### src/rtl/matrix_8x8_scan.sv
// matrix_8x8_scan: 8x8 key-matrix scanner with whole-frame debounce and press/release events.
// Define MATRIX_SCAN_SYNC_EN to pass rows through a two-flop synchronizer before sampling.
module matrix_8x8_scan #(
    parameter int SCAN_DIV = 16,
    parameter int SETTLE   = 8,
    parameter int DEBOUNCE = 4
) (
    input  logic        CLK,
    input  logic        RESET,
    input  logic        E,
    input  logic [7:0]  rows,
    output logic [7:0]  columns,
    output logic [63:0] state,
    output logic        frame_done,
    output logic        ev_valid,
    input  logic        ev_ready,
    output logic [5:0]  ev_key,
    output logic        ev_press
);
    localparam int SW = $clog2(SCAN_DIV);
    typedef enum logic {IDLE, PRESENT} fsm_t;
    fsm_t        fsm_q, fsm_d;
    logic [SW-1:0] step_q, step_d;
    logic [2:0]  col_q, col_d;
    logic        run_q;
    logic [7:0]  columns_q, columns_d;
    logic [63:0] raw_q, raw_d, prev_q, prev_d, state_q, state_d, diff_q, diff_d, frame;
    logic [3:0]  match_q, match_d;
    logic        frame_done_q, frame_done_d, ev_press_q, ev_press_d, tick, smp, accept;
    logic [5:0]  ev_key_q, ev_key_d;
    logic [7:0]  rows_s;
    logic [2:0]  smp_col;

    function automatic logic [5:0] lowest(input logic [63:0] v);
        lowest = '0;
        for (int i = 63; i >= 0; i--)
            if (v[i]) lowest = 6'(i);
    endfunction

    assign tick = E & run_q & (step_q == SW'(SETTLE));
`ifdef MATRIX_SCAN_SYNC_EN
    // The sample strobe and its column ride a pipeline matching the synchronizer depth.
    logic [7:0] sync1_q, sync2_q;
    logic [1:0] stb_q;
    logic [5:0] colp_q;
    always_ff @(posedge CLK or posedge RESET) begin
        if (RESET) begin
            sync1_q <= 8'hFF;
            sync2_q <= 8'hFF;
            stb_q   <= '0;
            colp_q  <= '0;
        end else begin
            sync1_q <= rows;
            sync2_q <= sync1_q;
            stb_q   <= E ? {stb_q[0], tick} : 2'b00;
            colp_q  <= {colp_q[2:0], col_q};
        end
    end
    assign rows_s  = sync2_q;
    assign smp     = E & stb_q[1];
    assign smp_col = colp_q[5:3];
`else
    assign rows_s  = rows;
    assign smp     = tick;
    assign smp_col = col_q;
`endif

    always_comb begin
        step_d = step_q;
        col_d  = col_q;
        if (!E) begin
            step_d = '0;
            col_d  = '0;
        end else if (run_q) begin
            step_d = (step_q == SW'(SCAN_DIV - 1)) ? '0 : step_q + 1'b1;
            col_d  = (step_q == SW'(SCAN_DIV - 1)) ? col_q + 3'd1 : col_q;
        end
        columns_d = E ? ~(8'b1 << col_d) : 8'hFF;
        frame = raw_q;
        frame[{smp_col, 3'b000} +: 8] = ~rows_s;
        raw_d        = !E ? '0 : smp ? frame : raw_q;
        frame_done_d = smp && smp_col == 3'd7;
        prev_d       = frame_done_d ? frame : prev_q;
        match_d      = !E ? '0 : !frame_done_d ? match_q : frame != prev_q ? 4'd1 :
                       match_q == 4'(DEBOUNCE) ? match_q : match_q + 4'd1;
        accept = frame_done_q && match_q == 4'(DEBOUNCE) && raw_q != state_q && fsm_q == IDLE;
        fsm_d      = fsm_q;
        state_d    = state_q;
        diff_d     = diff_q;
        ev_key_d   = ev_key_q;
        ev_press_d = ev_press_q;
        if (accept) begin
            state_d = raw_q;
            diff_d  = raw_q ^ state_q;
            fsm_d   = PRESENT;
        end else if (fsm_q == PRESENT && ev_ready) begin
            diff_d = diff_q & ~(64'd1 << ev_key_q);
            fsm_d  = diff_d == '0 ? IDLE : PRESENT;
        end
        if (fsm_d == PRESENT) begin
            ev_key_d   = lowest(diff_d);
            ev_press_d = state_d[ev_key_d];
        end
    end

    always_ff @(posedge CLK or posedge RESET) begin
        if (RESET) begin
            fsm_q        <= IDLE;
            step_q       <= '0;
            col_q        <= '0;
            run_q        <= 1'b0;
            columns_q    <= 8'hFF;
            raw_q        <= '0;
            prev_q       <= '0;
            state_q      <= '0;
            diff_q       <= '0;
            match_q      <= '0;
            frame_done_q <= 1'b0;
            ev_key_q     <= '0;
            ev_press_q   <= 1'b0;
        end else begin
            fsm_q        <= fsm_d;
            step_q       <= step_d;
            col_q        <= col_d;
            run_q        <= E;
            columns_q    <= columns_d;
            raw_q        <= raw_d;
            prev_q       <= prev_d;
            state_q      <= state_d;
            diff_q       <= diff_d;
            match_q      <= match_d;
            frame_done_q <= frame_done_d;
            ev_key_q     <= ev_key_d;
            ev_press_q   <= ev_press_d;
        end
    end

    assign columns    = columns_q;
    assign state      = state_q;
    assign frame_done = frame_done_q;
    assign ev_valid   = fsm_q == PRESENT;
    assign ev_key     = ev_key_q;
    assign ev_press   = ev_press_q;
endmodule

### config.mk
export PLATFORM = sky130hd
export DESIGN_NAME = matrix_8x8_scan
export DESIGN_NICKNAME = d
export VERILOG_FILES = /design/src/rtl/matrix_8x8_scan.sv
export SDC_FILE = /design/constraint.sdc
export NUM_CORES = 1
export LEC_CHECK = 0
export CAP_MARGIN = 40
export CORE_ASPECT_RATIO = 0.8
export CORE_MARGIN = 2
export CORE_UTILIZATION = 52
export CTS_CLUSTER_DIAMETER = 100
export CTS_CLUSTER_SIZE = 12
export DETAILED_ROUTE_END_ITERATION = 8
export PLACE_DENSITY = 0.71
export SETUP_SLACK_MARGIN = 0.2
export SYNTH_ARGS = -nofsm -noshare
export SYNTH_HDL_FRONTEND = slang
export SYNTH_SLANG_ARGS = --single-unit
### constraint.sdc
create_clock -name CLK -period 27.1 [get_ports CLK]
set_input_delay 8.13 -clock CLK [delete_from_list [all_inputs] [get_ports CLK]]
set_output_delay 8.13 -clock CLK [all_outputs]
set_load 0.1 [all_outputs]
# [Yosys cells after proc, flatten, opt, wreduce, memory -nomap -nowiden]
# Index checks and enable logic that the tools add are counted.
[word_totals] elab_cells=134 output_inout_bits=81 mem_count=0 latch_bits=0 reg_bits=285 rom_bits=0 input_bits=12 ram_bits=0
[classes] n_mux=87 shift=4 mul=0 add_sub_neg=4 n_reduce_logical=7 bitwise_logic=8 n_lt_le_gt_ge=1 n_eq_ne=10 div_mod_pow=0
[ops] operator="two-way mux 6 bit" count=65
[ops] operator="two-way mux 64 bit" count=5
[ops] operator="inequality test 64 bit" count=2
[ops] operator="AND 64 bit" count=1
[ops] operator="bitwise mux 64 bit" count=1
[ops] operator="logical NOT 64 bit" count=1
[ops] operator="NOT 64 bit" count=1
[ops] operator="variable shift 8 x 8 -> 64 bit (first input constant)" count=1
[ops] operator="indexed part select 8 x 8 -> 64 bit" count=1
[ops] operator="left shift 1 x 6 -> 64 bit (first input constant)" count=1
[ops] operator="XOR 64 bit" count=1
[ops] operator="two-way mux 4 bit" count=7
[ops] operator="NOT 8 bit" count=2
[ops] operator="two-way mux 3 bit" count=3
[ops] operator="adder 4 x 1 -> 4 bit (second input constant)" count=2
[ops] operator="== test 4 bit (second input constant)" count=2
[ops] operator="two-way mux 8 bit" count=1
[ops] operator="negator 6 -> 8 bit" count=1
[ops] operator="left shift 1 x 3 -> 8 bit (first input constant)" count=1
[ops] operator="less-than comparator 6 x 7 -> 1 bit (second input constant)" count=1
[ops] operator="binary-select mux 1 bit (select 6 bit)" count=1
[ops] operator="inequality test 2 x 1 -> 1 bit (second input constant)" count=3
[ops] operator="logical AND 1 bit" count=5
[ops] operator="== test 4 x 3 -> 1 bit (second input constant)" count=1
[ops] operator="other kinds (7)" count=11

# [Longest topological paths before layout]
# Gate-level depths: netlist of the first run.
[logic_depth] word_depth=72 depth_mapped=21 mapped_depth_nobuf=17

# [Least setup slack after synthesis of the first run]
# OpenSTA, ideal clock, no wires.
[synth_timing] kind="input -> register" startpoint="input ev_ready" endpoint="register ev_press_q, in the netlist ev_press" t_arrival_ps=11587 path_buffers=1 setup_slack_ps=15426 setup_ps=87 stages=15 required_time_ps=27013 path_cell_list="nand4b_1 clkbuf_1 o21ai_0 nand3_1 a21oi_1 mux2i_1 a2111oi_0 o211ai_1 a311o_4 a31oi_4 mux4_1 mux2_2 o211ai_2 a31oi_2 a211oi_2"
[synth_via] elab_chain_len=70 elab_cells_between_ends=72 classes_between="mux: 71; reduce/logical: 1"
[synth_rtl] element="from (decl)" line="16" rtl="input logic ev_ready,"
[synth_rtl] element="logical AND 1 bit (*)" line="96" rtl="end else if (fsm_q == PRESENT && ev_ready) begin"
[synth_rtl] element="two-way mux 64 bit" line="96"
[synth_rtl] element="two-way mux 64 bit" line="92" rtl="if (accept) begin"
[synth_rtl] element="two-way mux 6 bit (64 in series)" line="37" rtl="if (v[i]) lowest = 6'(i);"
[synth_rtl] element="two-way mux 6 bit" line="100" rtl="if (fsm_d == PRESENT) begin"
[synth_rtl] element="binary-select mux 1 bit (select 6 bit)" line="102" rtl="ev_press_d = state_d[ev_key_d];"
[synth_rtl] element="two-way mux 1 bit (not written as such)" line="102"
[synth_rtl] element="to (signal assigned)" line="134" rtl="ev_press_q <= ev_press_d;"
[synth_rtl] element="to (decl)" line="29" rtl="logic frame_done_q, frame_done_d, ev_press_q, ev_press_d, tick, smp, accept;"
# Every way passes the cells marked *; elsewhere a longest branch is shown, timed or not. The select of a mux whose other input is x is not followed.
# A chain may end at the register's enable or synchronous reset.

# [Worst setup path in the final report of the first run]
# Ends and elaborated chain as after synthesis.

==> impl_results.md, run 1 <==
- First-pass GRT wire length: 91400 um
- Antenna viol nets, final: 0
- Hold buffer count at CTS: 0
- Mux cell area share after synthesis: 0.0758
- Cell taking the most area after synthesis: dfrtp_1
- Worst path cell trace: clkdlybuf4s50_1 > nand4b_1 > buf_6 > o21ai_0 > nand2_1 > mux2_2 > a2111oi_0 > o211ai_1 > a311o_4 > a31oi_4 > mux4_1 > mux2_2 > o211ai_2 > a31oi_2 > a211oi_2
- Drt total wl: 60400 um
- Hold Crit Class: reg -> reg
- Syn_area_per_cell: just under 9 um2
- Largest net degree at the start of global routing: 176
- Initial cell density of the core: 0.527
- Post-Syn Instances: 1880
- Drt pass-1 iters: 6
- Inserted Clock Buffers: 27
- Pwr per Cell Area: between 40 and 50 mW/mm2
- Synth Area in Simple Gates: 0.204
- Final setup fails: 0
- Synth Flop Type: dfrtp_1
- Synth cell types: 88
- Nets: 2024
- Critical Path Fanout Max: 9
- Crit share post-route: 0.477
- Ys Warns: 0
- Area of the multi-input gates: 0.00878 mm2
- Setup TNS: 0 ns
- Outcome: finished, final reports clean
- H-tree levels: 1
- Vias in the first global route: 14514
- Sink Count: 285
- Post-Synth XOR/XNOR Area: 0.0734
- CTS tree: done
- Share of post-route cells with drive strength above 1: 0.109
- Grt total ovfl: 0
- Pins Over Slew Limit: 0
- Worst VDD drop: 47.1 uV
- Top-count cell post-synth: nand2_1
- Setup repair bufs after CTS: 0
- Number of synthesized flops with an enable pin: 0
- Area Growth Syn to Fin: 19.7%
- Leading cell types by count after synthesis: nand2_1, dfrtp_1, o21ai_0
- Max-Cap Viols: 0
- Design Power: 0.000792 W
- Main area contributors after synthesis: dfrtp_1, nand2_1, o21ai_0, xnor2_1, mux2i_1
- RD Place Congestion: 1.03
- Async SR Flop Fraction: 1.00
- Number of remaining DRC errors: 0
- All-Layer GR Usage: 0.369
- RSZ-0062 raised after global routing: false
- Critical path class: in -> reg
- Main combinational cell family by area after synthesis: simple AND/OR/NAND/NOR gates
- Crit path max-delay cell type: a2111oi_0
- Static Leakage: 8.47 nW
- CTS resizes: 0
- Worst Setup End Kind: register
- Die width: around 200 um
- Root buffer cell: clkbuf_16
- Clk buf depth: 3
- F_max: between 70 and 80 MHz
- Vias per cell: 6.32
- Register area share after synthesis: 0.434
- Clock latency on the worst-skew pair: approximately 0.58 ns
- Core area: 0.0313 mm2
- Routed wire per std cell: approximately 25 um
- FF/Latch Area: 0.00714 mm2
- Initial antenna violation count: 2
- Worst path bufs/invs: 2
- Reg clk slew, reported paths: 0.08 ns
- Vias: 15395
- Die ar.: 0.0331 mm2
- Req. time, crit path: 27.60 ns
- CP peak stage delay: 0.73 ns
- Post-route minimum period: 12.92 ns
- Port Buffers: just over 90
- Top Ports: 93
- Crit path top cell by count: mux2_2
- DR iter-0 viols: approximately 2100
- CP delay by family, top: compound AO/OA/AOI/OAI gates
- Final Hold Vio Count: 0
- Mapped Nets: 1900
- Critical path launch point type: primary input
- Slew HR: 0.330
- Synth Area in Compound Gates: 0.172
- Share of the synthesized area in the top cell type: 0.421
- Worst path arrival time: about 13 ns
- Die Height: 163 um
- Yosys reg bits: ~290
- Clk_skew: 0.0483 ns
- Post-DP HPWL: between 40000 and 50000 um
- Fillers: 2643
- Slew @ Worst Pin: 1.00 ns
- Post-Syn Area: 0.0165 mm2
- # rows: 58
- Adder-cell share of the synthesized area: 0.00608
-- final cells by class --
| class | instances | share of cell area |
|---|---|---|
| antenna | 1 | 0.000127 |
| clock buffer | 39 | 0.0366 |
| clock inverter | 2 | 0.000698 |
| sequential | 285 | 0.362 |
| multi-input combinational | 1458 | 0.445 |
| timing repair buffer | 201 | 0.122 |
| tap | 420 | 0.0267 |
| inverter | 31 | 0.00628 |
-- logic make-up after synthesis --
family	count (synthesis)
compound gates	462
flops	285
xor+xnor	138
simple gates	734
mux	116
fa+ha+maj	8
buf+inv	137
-- stage by stage --
step,instance area [um2],utilization,instances,worst slack [ns],hold WS [ns]
after global routing,19700,0.630,2436,14.04,0.535
after detailed placement,19000,0.607,2395,13.81,0.491
final,19700,0.630,2437,14.18,0.496
after CTS,19700,0.630,2436,14.39,0.505
after global placement,17700,0.565,2309,13.54,0.483
after floorplan,16500,-,1880,11.12,0.451
-- where the power goes --
| part | switching (W) | leakage [nW] | internal (W) | total [W] |
|---|---|---|---|---|
| logic | 0.0000169 | 4.49 | 0.00000391 | 0.0000208 |
| clock network | 0.000163 | 0.355 | 0.000182 | 0.000345 |
| registers | 0.000000401 | 3.62 | 0.000426 | 0.000426 |
-- worst paths after layout --
kind / cells after the start / slack, ns / end / from
worst max-delay path: 15 / 14.18 / ev_press / ev_ready
worst min register to register: 1 / 0.50 / match_q[3] / match_q[3]
worst min-delay path: 1 / 0.50 / match_q[3] / match_q[3]
worst max register to register: 17 / 19.32 / ev_press / raw_q[39]
max in group asynchronous: 3 / 17.45 / state[54] / RESET
min in group asynchronous: 2 / 8.10 / diff_q[12] / RESET
-- worst reg2reg max path: stages, from the launching register on --
cell       delay (ns)
dfrtp_1          0.44
xnor2_1          0.77
nand4_1          0.44
or4_4            0.63
or2_4            0.31
o21ai_4          0.16
buf_4            0.53
buf_4            0.78
mux2_2           0.45
a2111oi_0        0.73
o211ai_1         0.34
a311o_4          0.51
a31oi_4          0.33
mux4_1           0.58
mux2_2           0.29
o211ai_2         0.16
a31oi_2          0.06
a211oi_2         0.21
-- metal layers --
layer | GRT usage | vias up | wire length (um)
met3 | 0.118 | 92 | 8050
li1 | - | 6881 | -
met5 | 0.0357 | - | 158
met2 | 0.532 | 918 | 25200
met1 | 0.541 | 7500 | 25800
met4 | 0.0713 | 4 | 1250
-- placed cells by master (no fill, tap or decap), types with 39 or more instances in the layout --
cell             Yosys  final
nand2_1            389    388
nand3_1             84     84
a21oi_1             56     55
xnor2_1            110    110
mux2i_1             73     73
nor2_1              82     82
dfrtp_1            277    277
clkdlybuf4s50_1      0     91
mux2_2              39     39
buf_8                0     79
o21ai_0            257    257
-- state kept, by name, summed over array words and instances (netlist names), 3 cells and up --
name     count
col_q        3
ev_key       6
state       64
raw_q       64
diff_q      64
match_q      4
prev_q      64
columns      8
step_q       4
Power figures use the tool's default switching activity.
==> run 2: changes to the inputs <==
==> constraint.sdc (replaced) <==
create_clock -name CLK -period 12.2 [get_ports CLK]
set_input_delay 3.66 -clock CLK [delete_from_list [all_inputs] [get_ports CLK]]
set_output_delay 3.66 -clock CLK [all_outputs]
set_load 0.1 [all_outputs]
==> impl_results.md, run 2 (synthesized netlist as in run 1, its figures left out) <==
- Outcome: finished, final reports clean
- Non-Filler Instances: about 2400
- Post-route minimum period: 8.09 ns
- Die width: 203 um
- Top Ports: 93
- Net switching power: between 0.0004 and 0.0005 W
- Largest net degree at the start of global routing: 141
- Worst VDD drop: 106 uV
- Final setup margin: just over 4 ns
- Port Buffers: 92
- Commonest non-fill, non-tap cell in the layout: nand2_1
- # rows: 58
- Worst path arrival time: 8.59 ns
- Critical Path Fanout Max: 18
- Number of remaining DRC errors: 0
- Final setup fails: 0
- Hold buffer count at CTS: 0
- Vias in the first global route: 14577
- Sw Ratio: 0.233
- Most frequent cells in the layout: nand2_1, dfrtp_1, o21ai_0, xnor2_1, clkdlybuf4s50_1
- First-pass GRT wire length: roughly 95000 um
- RD Place Congestion: 1.02
- Fillers: 2598
- Nets: 2030
- Inserted Clock Buffers: 27
- Area of the multi-input gates: 0.00878 mm2
- Slew @ Worst Pin: 0.976 ns
- F_max: 124 MHz
- Drt pass-1 iters: 5
- All-Layer GR Usage: 0.388
- Share of post-route cells with drive strength above 1: 0.111
- CTS tree: done
- FF/Latch Area: roughly 0.0071 mm2
- Pins Over Slew Limit: 0
- Clock latency on the worst-skew pair: 0.57 ns
- Worst Setup End Kind: register
- Core area: 0.0313 mm2
- Clk_skew: 0.0286 ns
- Sink Count: 285
- CTS resizes: 0
- Root buffer cell: clkbuf_16
- Register share of total power: 0.534
- Post-placement cell count: 2400
- Req. time, crit path: 12.69 ns
- Vias per cell: approximately 6.4
- Routed wire per std cell: 25.9 um
- Hold Crit Class: reg -> reg
- Setup repair bufs after CTS: 0
- Initial antenna violation count: 4
- Vias: 15559
- Clk buf depth: 3
- Grt total ovfl: 0
- Pre-CTS WS: 3.72 ns
- Area Growth Syn to Fin: 20.4%
- Reg clk slew, reported paths: 0.07 ns
- Max-Cap Viols: 0
- Critical path class: in -> reg
- RSZ-0062 raised after global routing: false
- Critical path launch point type: primary input
- Pwr per Cell Area: 89.5 mW/mm2
- Combinational power share: 0.027
- Slew HR: 0.344
- Die ar.: 0.0331 mm2
- Final Hold Slack: approximately 0.50 ns
- DR iter-0 viols: a little over 2000
- Die Height: 163 um
- Static Leakage: 8.53 nW
- H-tree levels: 1
- Crit share post-route: 0.663
- Post-DP HPWL: roughly 48000 um
- Initial cell density of the core: 0.527
- Internal Pwr Total: 0.00136 W
- Drt total wl: 63300 um
- Antenna viol nets, final: 0
- Final Hold Vio Count: 0
- Clock power share: 0.439
- Setup TNS: 0 ns
run 2: cell types whose count changed in the layout (fill, tap and decap cells not counted), sizes merged:
cell  before  now
buf      110  116
run 2: cell type report:
type                       count  share of cell area
tap                          420              0.0265
timing repair buffer         207               0.127
clock inverter                 2            0.000694
inverter                      31             0.00625
sequential                   285               0.360
antenna                        1            0.000126
clock buffer                  39              0.0364
multi-input combinational   1458               0.443
run 2: power by group through the flow:
| stage | combinational, W | clock (W) | sequential [W] |
|---|---|---|---|
| after floorplan | 0.0000251 | 0 | 0.000966 |
| after global placement | 0.0000466 | 0 | 0.000964 |
| after detailed placement | 0.0000488 | 0 | 0.000964 |
| after CTS | 0.0000490 | 0.000778 | 0.000947 |
| after global routing | 0.0000539 | 0.000815 | 0.000947 |
| final | 0.0000484 | 0.000779 | 0.000947 |
run 2: metal layers:
| layer | up-vias | part of all wire | global-route usage |
|---|---|---|---|
| met5 | - | 0.00066 | 0 |
| met4 | 6 | 0.026 | 0.0929 |
| met3 | 125 | 0.13 | 0.152 |
| met2 | 945 | 0.41 | 0.542 |
| met1 | 7584 | 0.43 | 0.561 |
| li1 | 6899 | - | - |
run 2: critical path, cell delays in order:
cell and delay (ns):
clkdlybuf4s50_1 0.56, nand4bb_1 0.14, buf_4 0.25, o21ai_0 0.45, nand3_1 0.14, a21oi_1 0.15
mux2i_1 0.10, a2111oi_0 0.65, o211ai_1 0.34, a311o_4 0.51, a31oi_4 0.32, mux4_1 0.60
mux2_2 0.29, o211ai_2 0.16, a31oi_2 0.05, a211oi_2 0.20
run 2: worst paths after layout:
check | from | to | slack, ns | depth (start not counted)
worst min register to register | prev_q[20] | prev_q[20] | 0.50 | 2
worst min-delay path | prev_q[20] | prev_q[20] | 0.50 | 2
worst max register to register | raw_q[39] | ev_press | 4.69 | 17
max in group asynchronous | RESET | raw_q[19] | 7.11 | 4
worst max-delay path | ev_ready | ev_press | 4.11 | 16
min in group asynchronous | RESET | diff_q[59] | 3.45 | 2
run 2: metrics by stage:
step / util / total power [W] / instance area [um2]
after floorplan: - / 0.000991 / 16500
after global placement: 0.566 / 0.00101 / 17700
after detailed placement: 0.610 / 0.00101 / 19100
after CTS: 0.634 / 0.00177 / 19800
after global routing: 0.634 / 0.00182 / 19800
final: 0.634 / 0.00177 / 19800
==> run 3: changes to the inputs <==
==> constraint.sdc (replaced) <==
create_clock -name CLK -period 7.64 [get_ports CLK]
set_input_delay 2.292 -clock CLK [delete_from_list [all_inputs] [get_ports CLK]]
set_output_delay 2.292 -clock CLK [all_outputs]
set_load 0.1 [all_outputs]
==> impl_results.md, run 3 (synthesized netlist as in run 1, its figures left out) <==
- Initial cell density of the core: 0.527
- F_max: 144 MHz
- DR iter-0 viols: 2156
- Drt total wl: 63200 um
- Max-Cap Viols: 0
- Hold Crit Class: reg -> reg
- Critical Path Fanout Max: 18
- Core area: 0.0313 mm2
- Commonest non-fill, non-tap cell in the layout: nand2_1
- Design Power: 0.00283 W
- Critical path launch point type: register
- Grt total ovfl: 0
- Flop2flop setup slack: around 0.68 ns
- Die ar.: 0.0331 mm2
- Req. time, crit path: 8.12 ns
- Hold Crit Start: prev_q[20]
- Clock latency on the worst-skew pair: around 0.57 ns
- Worst setup startpoint: raw_q[38]
- Pre-CTS WS: around 0.56 ns
- CTS tree: done
- Crit share post-route: 0.911
- Clk buf depth: 3
- Antenna viol nets, final: 0
- Setup TNS: 0 ns
- Vias per cell: 6.41
- Final setup margin: 0.676 ns
- Drt pass-1 iters: 5
- Slew @ Worst Pin: 1.02 ns
- RD Place Congestion: roughly 1.1
- Die Height: 163 um
- # rows: 58
- Port Buffers: 92
- H-tree levels: 1
- RR Startpoint: raw_q[38]
- Critical path class: reg -> reg
- Worst path arrival time: between 7 and 8 ns
- Largest net degree at the start of global routing: 151
- Area Growth Syn to Fin: 20.5%
- Pins Over Slew Limit: 0
- Pwr per Cell Area: 142 mW/mm2
- Most frequent cells in the layout: nand2_1, dfrtp_1, o21ai_0, xnor2_1, clkdlybuf4s50_1
- Inserted Clock Buffers: 27
- Antenna Cells: 0
- Sink Count: approximately 290
- All-Layer GR Usage: 0.384
- Clk_skew: ~0.018 ns
- Routed wire per std cell: 25.7 um
- Reg clk slew, reported paths: approximately 0.060 ns
- Reg2reg end: ev_press
- Root buffer cell: clkbuf_16
- Top Ports: 93
- Share of post-route cells with drive strength above 1: 0.117
- Post-DP HPWL: 47500 um
- Hold Crit Depth: 2
- Fillers: about 2600
- Setup repair bufs after CTS: 0
- Nets: between 2000 and 2500
- Initial antenna violation count: 1
- Static Leakage: 8.55 nW
- Path depth of the worst reg2reg path: 16
- Final setup fails: 0
- Slew HR: 0.315
- Vias in the first global route: about 15000
- Worst VDD drop: between 150 and 200 uV
- Post-route minimum period: 6.96 ns
- RSZ-0062 raised after global routing: false
- Hold buffer count at CTS: 0
- First-pass GRT wire length: 94800 um
- Outcome: finished, final reports clean
- WHS Endpoint: prev_q[20]
- Worst Setup End Kind: register
- Final Hold Vio Count: 0
- CTS resizes: 0
- Number of remaining DRC errors: 0
- Vias: 15733
- Die width: 203 um
## run 3: changes by cell type in the layout (fill, tap and decap cells not counted)
cell	previous run	this run
clkinvlp_4	0	1
inv_8	1	0
inv_6	1	0
buf_2	2	1
clkbuf_1	12	11
buf_4	29	44
buf_12	1	4
buf_8	76	79
buf_16	8	2
diode_2	1	0
## run 3: critical path, stage by stage, from the launching register on
cell and delay (ns):
dfrtp_1 0.45, xnor2_1 0.76, nand4_1 0.47, or4_4 0.57, or2_4 0.30, o21ai_4 0.68
buf_4 0.40, mux2i_1 0.16, a2111oi_0 0.59, o211ai_1 0.33, a311o_4 0.52, a31oi_4 0.32
mux4_1 0.62, mux2_2 0.29, o211ai_2 0.15, a31oi_2 0.05, a211oi_2 0.20
## run 3: how the worst max path moves through the flow
stage	endpoint	slack [ns]	cells past startpoint
floorplan	col_q[0]	1.58	1
global placement	ev_press	0.56	16
detailed placement	ev_press	0.56	16
CTS	ev_press	1.04	16
global route	ev_press	0.52	16
finish	ev_press	0.68	16
## run 3: per-stage QoR
step	util	hold slack, ns	cells	instance area (um2)
4_1_cts	0.635	0.505	2454	19900
3_5_place_dp	0.612	0.491	2415	19100
6_report	0.635	0.502	2454	19900
3_3_place_gp	0.571	0.482	2333	17900
2_1_floorplan	-	0.451	1880	16500
5_1_grt	0.635	0.524	2454	19900
## run 3: layout make-up
cell class / count / area (um2) / share of cell area
Clock buffer: 38 / 717 / 0.0361
Clock inverter: 1 / 5.00 / 0.000252
Inverter: 31 / 120 / 0.00605
Multi-Input combinational cell: 1458 / 8780 / 0.442
Sequential cell: 285 / 7140 / 0.360
Tap cell: 420 / 526 / 0.0265
Timing Repair Buffer: 221 / 2570 / 0.129
## run 3: report_power, final
| part | switching (W) | total [W] | leakage (nW) | internal [W] |
|---|---|---|---|---|
| Combinational | 0.0000615 | 0.0000780 | 4.58 | 0.0000165 |
| Sequential | 0.00000148 | 0.00151 | 3.62 | 0.00151 |
| Clock | 0.000596 | 0.00124 | 0.350 | 0.000642 |
| Total | 0.000659 | 0.00283 | 8.55 | 0.00217 |
## run 3: layer usage
layer  wire [um]  part of all wire  GRT usage
met3        8910              0.14      0.122
met4        1450             0.023     0.0876
met5          78            0.0012     0.0179
met2       25900              0.41      0.552
met1       26800              0.42      0.563
